--- config.mk ---
export PLATFORM = sky130hd
export DESIGN_NAME = serial_add_seq
export DESIGN_NICKNAME = d
export VERILOG_FILES = /design/src/rtl/serial_add_seq.sv
export SDC_FILE = /design/constraint.sdc
export NUM_CORES = 1
export LEC_CHECK = 0
export ABC_AREA = 1
export BUFFER_PORTS_ARGS = -buffer_cell sky130_fd_sc_hd__buf_4
export CAP_MARGIN = 10
export CORE_UTILIZATION = 25
export DETAILED_ROUTE_END_ITERATION = 16
export PLACE_DENSITY_LB_ADDON = 0.12
export SLEW_MARGIN = 15
export SYNTH_ARGS = -nofsm -noshare
export SYNTH_HDL_FRONTEND = slang
export SYNTH_SLANG_ARGS = --single-unit
--- constraint.sdc ---
create_clock -name clk -period 3.1 [get_ports clk]
set_input_delay 0.62 -clock clk [delete_from_list [all_inputs] [get_ports clk]]
set_output_delay 0.62 -clock clk [all_outputs]
set_load 0.02 [all_outputs]
--- src/rtl/serial_add_seq.sv ---
// Bit-serial add/subtract sequencer: one full-adder cell (two half adders + OR)
// reused LSB-first across WIDTH bits, with a start/ready/done handshake.

module half_adder (
  input  logic a_i,
  input  logic b_i,
  output logic s_o,
  output logic c_o
);
  assign s_o = a_i ^ b_i;
  assign c_o = a_i & b_i;
endmodule

module serial_fa_cell (
  input  logic a_i,
  input  logic b_i,
  input  logic c_i,
  output logic s_o,
  output logic c_o
);
  logic s0, c0, c1;

  half_adder u_ha0 (.a_i(a_i), .b_i(b_i), .s_o(s0),  .c_o(c0));
  half_adder u_ha1 (.a_i(s0),  .b_i(c_i), .s_o(s_o), .c_o(c1));

  assign c_o = c0 | c1;
endmodule

// state | meaning
// IDLE  | ready, waiting for start; captures operands on accept
// RUN   | one bit per cycle through the shared cell, LSB first
// DONE  | one-cycle result-valid pulse, then back to IDLE
module serial_add_seq #(
  parameter int WIDTH = 8
) (
  input  logic             clk,
  input  logic             rst_n,
  input  logic             start,
  input  logic             sub,
  input  logic [WIDTH-1:0] a,
  input  logic [WIDTH-1:0] b,
  output logic             ready,
  output logic             busy,
  output logic             done,
  output logic [WIDTH-1:0] sum,
  output logic             cout
);
  localparam int CW = (WIDTH > 2) ? $clog2(WIDTH) : 1;

  typedef enum logic [1:0] {
    IDLE = 2'd0,
    RUN  = 2'd1,
    DONE = 2'd2
  } state_e;

  state_e           state_q, state_d;
  logic [WIDTH-1:0] sa_q, sa_d;
  logic [WIDTH-1:0] sb_q, sb_d;
  logic [WIDTH-1:0] r_q, r_d;
  logic [WIDTH-1:0] sum_q, sum_d;
  logic             carry_q, carry_d;
  logic             cout_q, cout_d;
  logic [CW-1:0]    cnt_q, cnt_d;

  logic fa_s, fa_co;

  serial_fa_cell u_cell (
    .a_i(sa_q[0]),
    .b_i(sb_q[0]),
    .c_i(carry_q),
    .s_o(fa_s),
    .c_o(fa_co)
  );

  always_ff @(posedge clk or negedge rst_n) begin
    if (!rst_n) begin
      state_q <= IDLE;
      sa_q    <= '0;
      sb_q    <= '0;
      r_q     <= '0;
      sum_q   <= '0;
      carry_q <= 1'b0;
      cout_q  <= 1'b0;
      cnt_q   <= '0;
    end else begin
      state_q <= state_d;
      sa_q    <= sa_d;
      sb_q    <= sb_d;
      r_q     <= r_d;
      sum_q   <= sum_d;
      carry_q <= carry_d;
      cout_q  <= cout_d;
      cnt_q   <= cnt_d;
    end
  end

  always_comb begin
    state_d = state_q;
    sa_d    = sa_q;
    sb_d    = sb_q;
    r_d     = r_q;
    sum_d   = sum_q;
    carry_d = carry_q;
    cout_d  = cout_q;
    cnt_d   = cnt_q;

    case (state_q)
      IDLE: begin
        if (start) begin
          // subtraction is a + ~b + 1: invert B here, inject the +1 as carry-in
          sa_d    = a;
          sb_d    = sub ? ~b : b;
          carry_d = sub;
          cnt_d   = '0;
          state_d = RUN;
        end
      end
      RUN: begin
        carry_d = fa_co;
        sa_d    = sa_q >> 1;
        sb_d    = sb_q >> 1;
        r_d     = {fa_s, r_q[WIDTH-1:1]};
        cnt_d   = cnt_q + CW'(1);
        if (cnt_q == CW'(WIDTH-1)) begin
          sum_d   = {fa_s, r_q[WIDTH-1:1]};
          cout_d  = fa_co;
          state_d = DONE;
        end
      end
      DONE: begin
        state_d = IDLE;
      end
      default: begin
        state_d = IDLE;
      end
    endcase
  end

  assign ready = (state_q == IDLE);
  assign busy  = (state_q == RUN);
  assign done  = (state_q == DONE);
  assign sum   = sum_q;
  assign cout  = cout_q;

endmodule

==> metrics, run 1 <==
Synth cell types 21; Slew HR 65.7%; WHS 282 ps; DP HPWL 2.42 mm; max-slew violations 0; total die area 7720 sq um; PwrDens 907 nW/um^2; status finished, final reports clean; core area 6940 sq um; initial core utilization 26.5%; #FFs+latches synth 38; Placement Setup Slack 1370 ps; finished layout cell area 2210 sq um; MaxCap Viol Count 0; DRT iter0 DRCs 54; Pint 1.22 mW; # DRC 0; GR Overflow Total 0; Hold Vio Cnt, Final 0; root buffer cell clkbuf_8; I/O Buffers 31; Pwr Total 2.00 mW; fraction of layout cells with a size suffix above 1 22.8%; Vias 1400; Final nets 259; area grow syn2layout 19.8%; Seq/Total Area, Yosys 51.6%; Worst Path Class, Setup reg2out; sw frac 39.1%; total wire length 3.85 mm; Gate power share 37.6%; Rows 30; post-route ant nets 0; total track usage 11.4%; DP Area 2100 sq um; CP Data Required Time 2480 ps; static leakage 1.14 nW; clk_skew 9.32 ps; Post-CTS Resized 0; CTS Buf Count 5; Mapped Nets 231; post-CTS setup buffer count 0; drt wl/cell 11.6 um; clk buf depth 2; Setup-failing EPs final 0; Peak VDD IR 0.000253 V; vias in the first global route 1434; Avg Cell Area, Syn 8.86 sq um; Clk network pwr share 21.2%; htree depth 2; CP Data Arrival Time 1440 ps; Hold WC Path Type in2async; chip height 87.9 um; first-pass detailed-route iteration total 4; Yosys warnings 0; I/O Pins 32; DIE WIDTH 87.9 um; Switch Pwr 0.783 mW; Final Worst Setup Slack 1040 ps; kind of end point of the critical path output pin; Syn Std Cell Area 1840 sq um; non-filler cells, final 333; Worst-Margin Slew 514 ps; CTS tree done; startpoint class of the critical path flop; clock slew at reported path FFs 80 ps; Syn Inst Count 208; # fillers 759; unrepaired setup endpoints after global routing no; Fmax 0.484 GHz; largest net degree at the start of global routing 39; Layout Utilization 31.8%; clk_lat worst skew 290 ps; n_diodes 0; Sequential Power Share 41.2%; first-pass GRT wire length 6.73 mm; shortest period the worst path allows 2060 ps; hold buffers post-CTS 0; dpl cells 325; antenna violations before repair 0; setup_tns 0 ps; via density per instance 4.20; Final period util 66.6%; gpl congestion 0.683; crit-path max FO 19; Sink Count 38
[routing by layer]
layer | routed length [um] | share of wire, % | vias to the layer above | track usage, %
li1 | - | - | 714 | -
met1 | 1940 | 50 | 651 | 14.8
met2 | 1650 | 43 | 28 | 17.8
met3 | 193 | 5.0 | 7 | 3.49
met4 | 64 | 1.7 | 0 | 4.47
met5 | 0 | 0 | - | 0
[worst max-delay path, cell delays in order, from the launching register on]
cell	delay, ps
dfrtp_1	550
inv_2	110
nor2_8	270
buf_4	210
[path summary, 6_finish.rpt]
kind                             from  endpoint  slack (ps)  cells after the start
min reg2reg                    r_q[1]    sum[0]         470                      2
max in group asynchronous       rst_n   sa_q[0]        2440                      1
min in group clk               r_q[1]    sum[0]         470                      2
max                        state_q[0]      busy        1040                      3
max reg2reg                state_q[0]      cout        1580                      6
min                             rst_n    sum[0]         280                      1
[state kept, by name, indices dropped and copies added, names as in the netlist]
signal   flops
r_q          7
state_q      2
sum          8
sa_q         8
sb_q         8
cout         1
cnt_q        3
carry_q      1
[synthesized netlist by cell type]
master,instances,area share (%)
buf_2,1,0.27
buf_4,3,1.2
buf_6,5,3.1
clkbuf_8,1,0.75
dfrtp_1,38,52
fa_1,1,1.1
ha_1,2,1.4
inv_1,17,3.5
inv_2,1,0.20
inv_4,1,0.34
nand2_1,71,14
nand2_4,2,1.2
nand2_8,1,1.1
nand3_1,43,12
nor2_1,1,0.20
nor2_2,2,0.68
nor2_8,1,1.1
o21ai_0,8,2.2
o21ai_1,1,0.27
o21ai_2,7,3.3
xor2_1,1,0.48
[power groups by stage]
stage,Combinational (mW),Sequential [mW],Clock (mW)
floorplan,0.546,0.863,0
detailed placement,0.765,0.832,0
finish,0.752,0.825,0.425
CTS,0.769,0.826,0.441
global route,0.869,0.855,0.460
global placement,0.762,0.832,0
[cells in the final DEF (no fill, tap or decap), types with 2 or more instances in the layout]
master    instances
nand3_1          43
o21ai_2           7
ha_1              2
nand2_1          71
nor2_2            2
buf_4            31
dfrtp_1          38
inv_1            17
nand2_4           2
o21ai_0           8
clkinv_2          2
clkbuf_8          5
[final cells by class]
class                           count  area, sq um  share of cell area [%]
Sequential cell                    38          951                    43.1
Multi-Input combinational cell    141          721                    32.7
Clock inverter                      3         40.0                    1.81
Inverter                           19         73.8                    3.34
Clock buffer                        5         68.8                    3.12
Tap cell                           96          120                    5.44
Timing Repair Buffer               31          233                    10.5
[logic make-up after synthesis]
family	after synthesis	share of synthesized area, %
AND/OR/NAND/NOR	121	30.4
flip-flops	38	51.6
buffers and inverters	29	9.30
AO/OA/AOI/OAI	16	5.77
adder cells (fa/ha/maj)	3	2.44
XOR/XNOR	1	0.475
Note: power is estimated with default switching activity, not from simulation.
==> run 2: changes to the inputs <==
==> constraint.sdc (replaced) <==
create_clock -name clk -period 1.98 [get_ports clk]
set_input_delay 0.396 -clock clk [delete_from_list [all_inputs] [get_ports clk]]
set_output_delay 0.396 -clock clk [all_outputs]
set_load 0.02 [all_outputs]
==> metrics, run 2 (same netlist as run 1, synthesis figures left out) <==
status finished, final reports clean; clk buf depth 2; DIE WIDTH 87.9 um; setup_tns 0 ps; clk_lat worst skew 290 ps; Hold WC Path Type in2async; initial core utilization 26.5%; multi-input logic area 721 sq um; finished layout cell area 2220 sq um; Post-CTS Resized 0; R2R depth 5; Rows 30; core area 6940 sq um; kind of end point of the critical path output pin; DP HPWL 2.46 mm; Fmax 0.592 GHz; total track usage 11.2%; hold buffers post-CTS 0; commonest cells after routing, fill and taps aside nand2_1, nand3_1, dfrtp_1; first-pass GRT wire length 6.49 mm; Final Worst Setup Slack 290 ps; Hold Vio Cnt, Final 0; htree depth 2; # DRC 0; CTS Buf Count 5; Worst Path Class, Setup reg2out; unrepaired setup endpoints after global routing no; GR Overflow Total 0; CTS tree done; Setup-failing EPs final 0; fraction of layout cells with a size suffix above 1 23.4%; post-route ant nets 0; shortest period the worst path allows 1690 ps; CP Data Arrival Time 1290 ps; RR Startpoint state_q[1]; clk_skew 6.05 ps; Final period util 85.3%; I/O Pins 32; area grow syn2layout 20.6%; Peak VDD IR 0.000460 V; MaxCap Viol Count 0; most common cell after layout, fill and taps aside nand2_1; startpoint class of the critical path flop; max-slew violations 0; I/O Buffers 31; gpl congestion 0.676; CP Data Required Time 1580 ps; total die area 7720 sq um; root buffer cell clkbuf_8; Placement Setup Slack 523 ps; critical path's slowest cell dfrtp_1; via density per instance 4.22; DRT iter0 DRCs 64; static leakage 1.15 nW; largest net degree at the start of global routing 39; Final nets 261; Largest stage delay, worst path 540 ps; antenna violations before repair 0; crit path launch state_q[0]; post-CTS setup buffer count 0; crit-path max FO 9; Worst-Margin Slew 502 ps; DP Area 2110 sq um; # fillers 751; vias in the first global route 1357; Sink Count 38; Sequential Area 951 sq um; chip height 87.9 um; first-pass detailed-route iteration total 4; Vias 1415; drt wl/cell 11.1 um; crit path cell chain inv_2 -> nor2_8 -> buf_4; clock slew at reported path FFs 80 ps; n_diodes 0; Slew HR 66.5%; PwrDens 1400 nW/um^2; total wire length 3.72 mm
==> run 2: changes by cell type in the layout (fill, tap and decap cells not counted) <==
cell / change
buf_4: +2
clkbuf_8: +3
bufinv_16: -1
clkinv_2: -2
==> run 2: power breakdown <==
group / internal [mW] / leakage, nW / total (mW) / switching (mW)
logic: 0.470 / 0.599 / 1.20 / 0.732
clock network: 0.352 / 0.0575 / 0.623 / 0.271
registers: 1.09 / 0.490 / 1.28 / 0.191
==> run 2: worst max-delay path: cells and delay by family, from the launching register on <==
kind	cells	cell delay [ps]
buffers and inverters	2	280
flip-flops	1	540
AND/OR/NAND/NOR	1	180
==> run 2: path summary, 6_finish.rpt <==
| path | endpoint | slack (ps) |
|---|---|---|
| min in group clk | sa_q[7] | 290 |
| max in group asynchronous | cnt_q[2] | 1560 |
| worst min-delay path | sum[0] | 70 |
| worst min register to register | sum[0] | 470 |
| worst max-delay path | busy | 290 |
| worst max register to register | sb_q[6] | 540 |
==> run 2: final cells by class <==
class	instances	area share, %
Clock buffer	8	4.95
Inverter	19	3.32
Multi-Input combinational cell	141	32.4
Sequential cell	38	42.8
Tap cell	96	5.40
Timing Repair Buffer	33	11.1
==> run 2: metrics by stage <==
stage               instances  util (%)  hold WS, ps  power [mW]
global route              335      32.0          109        3.39
detailed placement        327      30.4          408        2.53
CTS                       335      32.0         87.2        3.18
floorplan                 208         -          100        2.21
global placement          327      30.4          412        2.52
finish                    335      32.0         71.9        3.11
==> run 2: metal layers <==
metal | up-vias | part of all wire [%] | track usage [%]
li1 | 722 | - | -
met1 | 655 | 50 | 15.0
met2 | 32 | 43 | 16.2
met3 | 6 | 5.0 | 3.20
met4 | 0 | 1.9 | 5.81
met5 | - | 0 | 0
